--- config.mk ---
export PLATFORM = sky130hd
export DESIGN_NAME = moore_seq_decoder
export DESIGN_NICKNAME = d
export VERILOG_FILES = /design/src/rtl/moore_seq_pkg.sv /design/src/rtl/moore_code_classifier.sv /design/src/rtl/moore_seq_decoder.sv
export SDC_FILE = /design/constraint.sdc
export NUM_CORES = 1
export LEC_CHECK = 0
export ABC_AREA = 1
export CAP_MARGIN = 0
export CELL_PAD_IN_SITES_DETAIL_PLACEMENT = 1
export CELL_PAD_IN_SITES_GLOBAL_PLACEMENT = 2
export CORE_MARGIN = 1.5
export CORE_UTILIZATION = 28
export CTS_BUF_LIST = sky130_fd_sc_hd__clkbuf_4
export DETAILED_ROUTE_END_ITERATION = 7
export PLACE_DENSITY = 0.88
export RECOVER_POWER = 100
export SLEW_MARGIN = 20
export SYNTH_ARGS = -nofsm -noshare
export SYNTH_HDL_FRONTEND = slang
export SYNTH_HIERARCHICAL = 1
export SYNTH_SLANG_ARGS = --single-unit
--- constraint.sdc ---
create_clock -name clk -period 2.2 [get_ports clk]
set_clock_uncertainty 0.05 [all_clocks]
set_input_delay 0.22 -clock clk [delete_from_list [all_inputs] [get_ports clk]]
set_output_delay 0.22 -clock clk [all_outputs]
set_load 0.01 [all_outputs]
--- src/rtl/moore_seq_pkg.sv ---
// Shared encodings for the Moore sequence decoder: FSM states, generator codes,
// sample classes and the legal-successor function of the 1->2->3->1 code cycle.
package moore_seq_pkg;

  typedef enum logic [1:0] {
    SEARCH  = 2'd0,
    ACQUIRE = 2'd1,
    LOCKED  = 2'd2,
    RECOVER = 2'd3
  } state_t;

  typedef enum logic [1:0] {
    HOLD = 2'd0,
    STEP = 2'd1,
    ERR  = 2'd2
  } code_class_t;

  localparam logic [1:0] CODE_0 = 2'd0;
  localparam logic [1:0] CODE_A = 2'd1;
  localparam logic [1:0] CODE_B = 2'd2;
  localparam logic [1:0] CODE_C = 2'd3;

  // Code 0 has no successor; mapping it to 0 keeps it out of the STEP class.
  function automatic logic [1:0] succ(input logic [1:0] code);
    case (code)
      CODE_A:  succ = CODE_B;
      CODE_B:  succ = CODE_C;
      CODE_C:  succ = CODE_A;
      default: succ = CODE_0;
    endcase
  endfunction

endpackage

--- src/rtl/moore_code_classifier.sv ---
// Combinational classification of an observed code against the last accepted
// reference code: hold, legal advance, or illegal transition.
module moore_code_classifier
  import moore_seq_pkg::*;
(
  input  logic [1:0]  code_in,
  input  logic [1:0]  last_code,
  output code_class_t code_class
);

  // Hold is tested first so a repeated code never counts as an advance.
  always_comb begin
    code_class = ERR;
    if (code_in == last_code) begin
      code_class = HOLD;
    end else if (code_in == succ(last_code)) begin
      code_class = STEP;
    end else begin
      code_class = ERR;
    end
  end

endmodule

--- src/rtl/moore_seq_decoder.sv ---
// Receive-side decoder for the generator's cyclic code: classifies each valid
// sample, tracks lock with a SEARCH/ACQUIRE/LOCKED/RECOVER FSM, counts advances.
module moore_seq_decoder
  import moore_seq_pkg::*;
#(
  parameter int LOCK_COUNT = 3,
  parameter int ERR_LIMIT  = 2,
  parameter int CNT_W      = 8
) (
  input  logic             clk,
  input  logic             rst,
  input  logic [1:0]       code_in,
  input  logic             code_valid,
  output logic             step,
  output logic             hold,
  output logic             err,
  output logic             locked,
  output logic [1:0]       state,
  output logic [1:0]       last_code,
  output logic [CNT_W-1:0] step_count
);

  state_t             state_r;
  logic [1:0]         last_code_r;
  logic [CNT_W-1:0]   step_count_r;
  logic [3:0]         good_cnt_r;
  logic [3:0]         bad_cnt_r;
  logic               step_r;
  logic               hold_r;
  logic               err_r;
  code_class_t        class_s;
  logic [3:0]         good_next_s;
  logic [3:0]         bad_next_s;

  moore_code_classifier u_classifier (
    .code_in    (code_in),
    .last_code  (last_code_r),
    .code_class (class_s)
  );

  assign good_next_s = good_cnt_r + 4'd1;
  assign bad_next_s  = bad_cnt_r + 4'd1;

  // Lock FSM, reference code, counters and registered event pulses.
  always_ff @(posedge clk) begin
    if (rst) begin
      state_r      <= SEARCH;
      last_code_r  <= CODE_0;
      step_count_r <= '0;
      good_cnt_r   <= 4'd0;
      bad_cnt_r    <= 4'd0;
      step_r       <= 1'b0;
      hold_r       <= 1'b0;
      err_r        <= 1'b0;
    end else begin
      step_r <= 1'b0;
      hold_r <= 1'b0;
      err_r  <= 1'b0;
      if (code_valid) begin
        case (state_r)
          SEARCH: begin
            if (code_in != CODE_0) begin
              last_code_r <= code_in;
              good_cnt_r  <= 4'd0;
              state_r     <= ACQUIRE;
            end
          end
          ACQUIRE: begin
            case (class_s)
              STEP: begin
                step_r       <= 1'b1;
                step_count_r <= step_count_r + CNT_W'(1);
                last_code_r  <= code_in;
                good_cnt_r   <= good_next_s;
                if (good_next_s >= 4'(LOCK_COUNT)) state_r <= LOCKED;
              end
              HOLD: hold_r <= 1'b1;
              default: begin
                err_r      <= 1'b1;
                good_cnt_r <= 4'd0;
                if (code_in != CODE_0) last_code_r <= code_in;
                else                   state_r     <= SEARCH;
              end
            endcase
          end
          LOCKED: begin
            case (class_s)
              STEP: begin
                step_r       <= 1'b1;
                step_count_r <= step_count_r + CNT_W'(1);
                last_code_r  <= code_in;
              end
              HOLD: hold_r <= 1'b1;
              default: begin
                err_r     <= 1'b1;
                bad_cnt_r <= 4'd1;
                state_r   <= RECOVER;
                if (code_in != CODE_0) last_code_r <= code_in;
              end
            endcase
          end
          RECOVER: begin
            case (class_s)
              STEP: begin
                step_r       <= 1'b1;
                step_count_r <= step_count_r + CNT_W'(1);
                last_code_r  <= code_in;
                bad_cnt_r    <= 4'd0;
                state_r      <= LOCKED;
              end
              HOLD: hold_r <= 1'b1;
              default: begin
                err_r     <= 1'b1;
                bad_cnt_r <= bad_next_s;
                // Hitting the limit abandons the reference entirely.
                if (bad_next_s >= 4'(ERR_LIMIT)) begin
                  state_r     <= SEARCH;
                  last_code_r <= CODE_0;
                  good_cnt_r  <= 4'd0;
                end else if (code_in != CODE_0) begin
                  last_code_r <= code_in;
                end
              end
            endcase
          end
          default: state_r <= SEARCH;
        endcase
      end
    end
  end

  assign step       = step_r;
  assign hold       = hold_r;
  assign err        = err_r;
  assign locked     = state_r[1];
  assign state      = state_r;
  assign last_code  = last_code_r;
  assign step_count = step_count_r;

endmodule

==> results.cfg, run 1 <==
[sta]
setup_ws_ns = 0.121
maxSlewHeadroom_pct = 76.9
worst_slew_pin_tran_ns = 0.343
finalCriticalPeriod_ns = 2.08
grt_setup_unrepaired = yes
setup_viol = 0
layout_worst_path_cycle_share_pct = 94.5
report.final.hold_viol_count = 0
final-max-slew-violation-count = 0
finalSetupTns_ns = 0
maxClockFrequency_mhz = 481

[place]
dpl_hpwl_um = 3170
portBuffers = 20
place.gp.congestion = 0.795
detailedPlace.worstSlack_ns = -0.170

[power]
leakage_nw = 0.990
p_switching_uw = 384
pwr-share-seq_pct = 43.5
p_per_area_nw_per_um2 = 518
power_total_mw = 1.08
switching_share_pct = 35.4
combPwrFrac_pct = 36.2
peakVddDrop_mv = 0.210
p_clk_share_pct = 20.4
cell_internal_power_uw = 699

[setup_path]
maximum_fanout_encountered_on_the_critical_timing_path = 5
worstPathArrival_ns = 2.30
worst_ep_required_time_ns = 2.42
cp_cell_sequence = ha_4 > nand2_2 > inv_2 > nor2_1 > nand3_1 > nor2_4 > inv_2 > nor2_4 > nand2_4 > nor2_8 > nand2_4 > nor2_4 > nand2_2 > nand2_1 > nor3b_2
critPathMaxStageDelay_ns = 0.39
critPathSlowestCell = sky130_fd_sc_hd__dfxtp_4
timing.critical_path.mode_cell = sky130_fd_sc_hd__nor2_4
critPathLaunchType = register
crit_path_end_kind = register
critPathBufInv = 2
crit_family = simple AND/OR/NAND/NOR gates
setup.worst_path.class = reg2reg

[cts]
cts_root_cell = sky130_fd_sc_hd__clkbuf_4
insertion_delay_ns = 0.32
clock-sinks = 23
worst_setup_hold_path_clk_slew_ns = 0.13
cts-hold-fix-buffers = 0
cts_tree = built
cts.htree.levels = 1
max-clock-path-buffers = 2
number_of_buffers_added_by_the_clock_tree_synthesis_step = 3

[floorplan]
core_area_um2 = 5170
initial_core_util_pct = 29.4
die_area_um2 = 5880
floorplan.io_pins = 21
die_height_um = 76.7
fp.dieW_um = 76.7
core.rowCount = 26

[synth]
synth_area_leader_cell = sky130_fd_sc_hd__dfxtp_1
yosys_register_bits = 23
synthesis.area_per_instance_um2 = 6.63
synth_largest_type_area_fraction_pct = 30.3
synth.distinct_cells = 26
yosysSeqAreaShare_pct = 30.3
post_synth_inst_count = 229
synth_top_cells_by_area = sky130_fd_sc_hd__dfxtp_1 (30%), sky130_fd_sc_hd__nand2_1 (15%), sky130_fd_sc_hd__ha_1 (11%)
mappedNetlistArea_um2 = 1520
yosysWarnings = 6
syn-num-nets = 247

[finish]
antenna_cells = 0
final_nets = 290
fin_util_pct = 40.4
final_common_cell = sky130_fd_sc_hd__nand2_1
layout_common_cells = sky130_fd_sc_hd__nand2_1 (54), sky130_fd_sc_hd__inv_1 (29), sky130_fd_sc_hd__nor2_1 (22)
syn_to_final_growth_pct = 37.5
layout-drive-gt1-share_pct = 22.9

[status]
run_status = finished, final reports clean

[routing]
post-route-drc-count = 0
totalWireLength_um = 3950
dr.pass1.iters = 4
detail-route-antenna-nets = 0
post_drt_via_cell_ratio = 4.46
routedWlPerCell_um = 11.6
drt_iter0_markers = 36
vias = 1522

[flow_run]
max_cap_violations = 0

[grt]
vias_in_the_first_global_route = 1501
gr-usage-all-layers_pct = 13.7
grt_overflow_total = 0
number_of_antenna_violations_at_the_first_check_in_global_routing = 0
grt_start_max_net_pins = 13
grt_pass1_wl_um = 6680

[worst_hold_path]
worstHoldPathType = reg2reg
-- through the flow --
step | instances | cell area, um2 | hold slack, ns
after floorplan | 229 | 1520 | 0.325
after global placement | 336 | 1940 | 0.428
after detailed placement | 336 | 1940 | 0.433
after CTS | 340 | 1980 | 0.452
after global routing | 341 | 2090 | 0.469
final | 341 | 2090 | 0.444
-- cell families (layout without fill, tap and decap cells) --
| logic type | count (synthesis) | after routing | synth area share, % |
|---|---|---|---|
| flip-flops | 23 | 23 | 30.3 |
| AO/OA/AOI/OAI | 30 | 30 | 11.2 |
| buffers and inverters | 39 | 81 | 9.88 |
| XOR/XNOR | 5 | 5 | 2.88 |
| AND/OR/NAND/NOR | 119 | 119 | 35.0 |
| adder cells (fa/ha/maj) | 13 | 13 | 10.7 |
-- Yosys cell counts --
master / instances
sky130_fd_sc_hd__nand2_1: 61
sky130_fd_sc_hd__inv_1: 34
sky130_fd_sc_hd__nor2_1: 29
sky130_fd_sc_hd__dfxtp_1: 23
sky130_fd_sc_hd__a21oi_1: 14
sky130_fd_sc_hd__ha_1: 13
sky130_fd_sc_hd__nand3_1: 10
sky130_fd_sc_hd__o21ai_0: 9
sky130_fd_sc_hd__nand4_1: 5
sky130_fd_sc_hd__nor2_2: 5
sky130_fd_sc_hd__nor3_1: 4
sky130_fd_sc_hd__xnor2_1: 4
sky130_fd_sc_hd__a211oi_1: 3
sky130_fd_sc_hd__clkinv_1: 2
sky130_fd_sc_hd__o211a_1: 2
sky130_fd_sc_hd__buf_4: 1
sky130_fd_sc_hd__clkbuf_1: 1
sky130_fd_sc_hd__inv_2: 1
sky130_fd_sc_hd__nand2_2: 1
sky130_fd_sc_hd__nand2_4: 1
sky130_fd_sc_hd__nor2_4: 1
sky130_fd_sc_hd__nor2_8: 1
sky130_fd_sc_hd__nor3b_2: 1
sky130_fd_sc_hd__o21a_1: 1
sky130_fd_sc_hd__o21ai_1: 1
sky130_fd_sc_hd__xor2_1: 1
-- layout make-up --
class                      count  area, um2
inverter                      37        139
sequential                    23        465
timing repair buffer          40        354
multi-input combinational    167       1010
fill                         664       3080
clock buffer                   4       30.0
tap                           70       87.6
-- flip-flops by register name, indices dropped and copies added, names as in the netlist, named ones only --
name,cells
bad_cnt_r,4
step,1
step_count,8
last_code,2
state,1
hold,1
err,1
good_cnt_r,4
-- per-layer routing --
layer / track usage (%) / vias to the layer above / share of wire (%)
met5: 0 / - / 0
met4: 3.89 / 0 / 1.2
met3: 1.43 / 5 / 2.0
met2: 24.9 / 14 / 50
met1: 17.0 / 704 / 46
li1: - / 799 / -
-- power by group through the flow --
stage | Combinational (mW) | Sequential [mW] | Clock, mW
CTS | 0.361 | 0.468 | 0.228
global route | 0.440 | 0.476 | 0.241
floorplan | 0.206 | 0.479 | 0
global placement | 0.345 | 0.476 | 0
finish | 0.392 | 0.471 | 0.220
detailed placement | 0.352 | 0.478 | 0
-- final timing paths --
| kind | slack (ns) | start | endpoint | depth (start not counted) |
|---|---|---|---|---|
| worst max register to register | 0.12 | last_code[1] | step_count[5] | 15 |
| worst min-delay path | 0.44 | good_cnt_r[3] | good_cnt_r[3] | 2 |
| worst min register to register | 0.44 | good_cnt_r[3] | good_cnt_r[3] | 2 |
| worst max-delay path | 0.12 | last_code[1] | step_count[5] | 15 |
-- worst min-delay path: cells and delay by family (launching register included) --
kind | cells | cell delay, ns
AOI/OAI and AO/OA | 1 | 0.07
buffers and inverters | 1 | 0.06
DFF | 1 | 0.33
-- what timing repair did --
item / CTS / global route
pin swaps: 0 / 15
setup endpoints to repair: 6 / 17
setup buffers: 0 / 1
gates resized for setup: 3 / 32
No activity file was read; power rests on OpenSTA's default activity.
==> run 2, diff against run 1 <==
--- a/config.mk
+++ b/config.mk
@@ -9,7 +9,7 @@
 export CAP_MARGIN = 0
 export CELL_PAD_IN_SITES_DETAIL_PLACEMENT = 1
 export CELL_PAD_IN_SITES_GLOBAL_PLACEMENT = 2
-export CORE_MARGIN = 1.5
+export CORE_MARGIN = 2
 export CORE_UTILIZATION = 28
 export CTS_BUF_LIST = sky130_fd_sc_hd__clkbuf_4
 export DETAILED_ROUTE_END_ITERATION = 7
==> results.cfg, run 2 (synthesis gave the netlist of run 1 again) <==
[routing]
post_drt_via_cell_ratio = 4.39
top_layer_reached_by_signal_wires = met4
drt_iter0_markers = 21
route.met2.wl_um = 1950
wl_met1_um = 1850
dr.pass1.iters = 4
routedWlPerCell_um = 11.2
wl_met3_um = 45
post-route-drc-count = 0
totalWireLength_um = 3870
vias = 1514
detail-route-antenna-nets = 0

[floorplan]
die_area_um2 = 6030
floorplan.io_pins = 21
fp.dieW_um = 77.7
core.rowCount = 26
initial_core_util_pct = 29.4
die_height_um = 77.7
core_area_um2 = 5170

[status]
run_status = finished, final reports clean

[sta]
final-max-slew-violation-count = 0
grt_setup_unrepaired = yes
finalCriticalPeriod_ns = 2.11
worst_slew_pin_tran_ns = 0.335
setup_viol = 0
finalSetupTns_ns = 0
setup_ws_ns = 0.0876
report.final.hold_viol_count = 0
maxSlewHeadroom_pct = 77.4
layout_worst_path_cycle_share_pct = 96.0
maxClockFrequency_mhz = 473

[cts]
clock-sinks = 23
max-clock-path-buffers = 2
number_of_buffers_added_by_the_clock_tree_synthesis_step = 3
cts.htree.levels = 1
cts_tree = built
cts-hold-fix-buffers = 0
insertion_delay_ns = 0.31
worst_setup_hold_path_clk_slew_ns = 0.13
cts_root_cell = sky130_fd_sc_hd__clkbuf_4

[finish]
stdcell_count = 345
largest_register_ffs = 8
antenna_cells = 0
finalInstanceArea_um2 = 2100
layout-drive-gt1-share_pct = 22.2
final-seq-area_um2 = 465
multi_input_area_um2 = 995
final_nets = 294
fillerInstances = 657
syn_to_final_growth_pct = 38.6
final_common_cell = sky130_fd_sc_hd__nand2_1
layout_common_cells = sky130_fd_sc_hd__nand2_1 (58), sky130_fd_sc_hd__inv_1 (31), sky130_fd_sc_hd__buf_4 (22)

[worst_hold_path]
min_path_cells = 2
worstHoldPathType = reg2reg

[place]
place.gp.congestion = 0.793
detailedPlace.worstSlack_ns = -0.177
dpl_hpwl_um = 3030
placed_cell_count = 336
portBuffers = 20
postPlaceCellArea_um2 = 1940

[power]
power_total_mw = 1.07
p_per_area_nw_per_um2 = 509
leakage_nw = 0.995
peakVddDrop_mv = 0.282

[grt]
number_of_antenna_violations_at_the_first_check_in_global_routing = 0
grt_start_max_net_pins = 13
vias_in_the_first_global_route = 1536
gr-usage-all-layers_pct = 13.1
grt_pass1_wl_um = 6520
grt_overflow_total = 0

[setup_path]
crit_path_end_kind = register
worstPathArrival_ns = 2.27
maximum_fanout_encountered_on_the_critical_timing_path = 4
critPathLaunchType = register
worst_ep_required_time_ns = 2.36
setup.worst_path.class = reg2reg
r2r.worst_path.cells = 16

[flow_run]
max_cap_violations = 0
-- run 2: changes by cell type in the layout (fill, tap and decap cells not counted), moves of 3 or more --
cell / previous run / this run
sky130_fd_sc_hd__nor2_2: 8 / 11
sky130_fd_sc_hd__dlygate4sd3_1: 7 / 3
sky130_fd_sc_hd__nand2_1: 54 / 58
sky130_fd_sc_hd__nand2_2: 7 / 3
sky130_fd_sc_hd__clkdlybuf4s50_1: 13 / 17
sky130_fd_sc_hd__buf_4: 19 / 22
-- run 2: routing by layer --
metal | global-route usage [%] | vias up
li1 | - | 810
met1 | 16.6 | 693
met2 | 23.2 | 9
met3 | 1.74 | 2
met4 | 3.21 | 0
met5 | 0 | -
-- run 2: timing repair --
item | 4_1_cts | 5_1_grt
setup buffers | 0 | 5
resized for setup | 3 | 27
pin swaps | 1 | 16
endpoints found under the setup margin | 8 | 20
-- run 2: layout make-up --
type                    count  area share, %
multi-input cells         167           47.3
flip-flops and latches     23           22.1
repair buffers             44           18.4
inverters                  37           6.60
well taps                  70           4.16
clock buffers               4           1.43
-- run 2: worst paths after layout --
kind | from | end | slack (ns)
setup / recovery | last_code[0] | state[0] | 0.09
hold reg to reg | good_cnt_r[3] | good_cnt_r[3] | 0.45
setup reg to reg | last_code[0] | state[0] | 0.09
hold / removal | good_cnt_r[3] | good_cnt_r[3] | 0.45
-- run 2: per-stage QoR --
stage | util, % | hold slack (ns)
6_report | 40.7 | 0.450
5_1_grt | 40.7 | 0.487
4_1_cts | 38.3 | 0.454
3_5_place_dp | 37.5 | 0.434
3_3_place_gp | 37.5 | 0.429
2_1_floorplan | - | 0.325
-- run 2: report_power, final --
part           switching [mW]  internal (mW)  total [mW]
clock                   0.125         0.0829       0.208
combinational           0.213          0.181       0.394
sequential             0.0282          0.442       0.470
total                   0.366          0.706        1.07
-- run 2: worst max-delay path: stages (launching register included) --
cell and delay, ns:
sky130_fd_sc_hd__dfxtp_2 0.35, sky130_fd_sc_hd__buf_6 0.12, sky130_fd_sc_hd__ha_4 0.15, sky130_fd_sc_hd__nor2_2 0.10, sky130_fd_sc_hd__nand2_1 0.08, sky130_fd_sc_hd__nand2_1 0.07
sky130_fd_sc_hd__nor2_1 0.04, sky130_fd_sc_hd__nor2_2 0.19, sky130_fd_sc_hd__inv_2 0.09, sky130_fd_sc_hd__nand2_1 0.08, sky130_fd_sc_hd__nand2_1 0.07, sky130_fd_sc_hd__nor2_2 0.13
sky130_fd_sc_hd__nand2_1 0.08, sky130_fd_sc_hd__nor2_2 0.13, sky130_fd_sc_hd__nand2_1 0.10, sky130_fd_sc_hd__nor3_2 0.15, sky130_fd_sc_hd__nor2_1 0.06
==> run 3, diff against run 2 <==
--- a/config.mk
+++ b/config.mk
@@ -15,6 +15,7 @@
 export DETAILED_ROUTE_END_ITERATION = 7
 export PLACE_DENSITY = 0.88
 export RECOVER_POWER = 100
+export SKIP_CTS_REPAIR_TIMING = 1
 export SLEW_MARGIN = 20
 export SYNTH_ARGS = -nofsm -noshare
 export SYNTH_HDL_FRONTEND = slang
==> results.cfg, run 3 (synthesis gave the netlist of run 1 again) <==
[status]
run_status = finished, final reports clean

[routing]
post_drt_via_cell_ratio = 4.43
routedWlPerCell_um = 11.5
drt_iter0_markers = 39
post-route-drc-count = 0
detail-route-antenna-nets = 0
totalWireLength_um = 3940
vias = 1520
dr.pass1.iters = 3

[setup_path]
worst_ep_required_time_ns = 2.36
cp_cell_sequence = inv_1 > ha_4 > xnor2_2 > nor2_1 > nor2_2 > inv_2 > nand2_1 > nand2_1 > nor2_2 > nand2_1 > nor2_2 > nand2_1 > nor3_2 > nor2_1
worstPathArrival_ns = 2.28
maximum_fanout_encountered_on_the_critical_timing_path = 4
setup.worst_path.class = reg2reg
critPathSlowestCell = sky130_fd_sc_hd__dfxtp_2
critPathMaxStageDelay_ns = 0.36
critPathLaunchType = register
crit_path_end_kind = register
critPathBufInv = 2
timing.critical_path.mode_cell = sky130_fd_sc_hd__nand2_1
crit_family = simple AND/OR/NAND/NOR gates

[sta]
layout_worst_path_cycle_share_pct = 96.1
finalSetupTns_ns = 0
report.final.hold_viol_count = 0
setup_ws_ns = 0.0851
finalCriticalPeriod_ns = 2.11
maxSlewHeadroom_pct = 67.2
maxClockFrequency_mhz = 473
timing.hold.ws_ns = 0.456
final-max-slew-violation-count = 0
setup_viol = 0
grt_setup_unrepaired = yes
worst_slew_pin_tran_ns = 0.487

[place]
detailedPlace.worstSlack_ns = -0.177
postPlaceCellArea_um2 = 1940
place.gp.congestion = 0.793
dpl_hpwl_um = 3030
portBuffers = 20
placed_cell_count = 336

[finish]
layout_common_cells = sky130_fd_sc_hd__nand2_1 (57), sky130_fd_sc_hd__inv_1 (32), sky130_fd_sc_hd__nor2_1 (22)
largest_register_ffs = 8
final_nets = 292
final_common_cell = sky130_fd_sc_hd__nand2_1
layout-drive-gt1-share_pct = 22.7
fin_util_pct = 40.8
stdcell_count = 343
finalInstanceArea_um2 = 2110
syn_to_final_growth_pct = 39.0
antenna_cells = 0

[cts]
insertion_delay_ns = 0.31
max-clock-path-buffers = 2
cts_root_cell = sky130_fd_sc_hd__clkbuf_4
cts.htree.levels = 1
worst_setup_hold_path_clk_slew_ns = 0.13
number_of_buffers_added_by_the_clock_tree_synthesis_step = 3
cts_tree = built
clock-sinks = 23

[power]
p_switching_uw = 379
p_clk_share_pct = 19.4
p_per_area_nw_per_um2 = 516
peakVddDrop_mv = 0.283
switching_share_pct = 34.8
power_total_mw = 1.09
cell_internal_power_uw = 710
combPwrFrac_pct = 37.6
leakage_nw = 1.02
pwr-share-seq_pct = 43.1

[grt]
grt_pass1_wl_um = 6510
vias_in_the_first_global_route = 1536
grt_overflow_total = 0
number_of_antenna_violations_at_the_first_check_in_global_routing = 0
grt_start_max_net_pins = 13
gr-usage-all-layers_pct = 13.1

[floorplan]
fp.dieW_um = 77.7
die_area_um2 = 6030
core_area_um2 = 5170
die_height_um = 77.7
initial_core_util_pct = 29.4
core.rowCount = 26
floorplan.io_pins = 21

[worst_hold_path]
worstHoldPathType = reg2reg

[flow_run]
max_cap_violations = 0
-- run 3: cell types whose count changed in the layout (fill, tap and decap cells not counted), sizes merged --
cell	previous run	this run
buf	24	22
clkdlybuf4s50	17	12
dlygate4sd3	3	8
-- run 3: power by group through the flow --
stage | Sequential [mW] | Clock, mW | Combinational, mW
after detailed placement | 0.477 | 0 | 0.351
final | 0.469 | 0.211 | 0.409
after floorplan | 0.479 | 0 | 0.206
after global routing | 0.473 | 0.236 | 0.459
after CTS | 0.468 | 0.221 | 0.354
after global placement | 0.476 | 0 | 0.346
-- run 3: path summary, 6_finish.rpt --
check           startpoint             to  slack [ns]  cells after the start
max           last_code[0]       state[0]        0.09                     14
min          step_count[7]  step_count[7]        0.46                      2
max reg2reg   last_code[0]       state[0]        0.09                     14
min reg2reg  step_count[7]  step_count[7]        0.46                      2
-- run 3: layer usage --
metal  global-route usage, %  up-vias  share of wire, %
li1                        -      806                 -
met1                    16.6      699                47
met2                    23.2       11                51
met3                    1.74        4               1.2
met4                    3.21        0               1.1
met5                       0        -                 0
-- run 3: area by class of cell --
class | count | area [um2]
Multi-Input combinational cell | 167 | 1020
Inverter | 37 | 139
Timing Repair Buffer | 42 | 369
Sequential cell | 23 | 463
Fill cell | 658 | 3060
Tap cell | 70 | 87.6
Clock buffer | 4 | 30.0
-- run 3: tightest hold or removal path, delay by kind of cell (launching register included) --
kind / cells / cell delay (ns)
and+or+nand+nor: 1 / 0.07
AOI/OAI and AO/OA: 1 / 0.06
DFF: 1 / 0.35
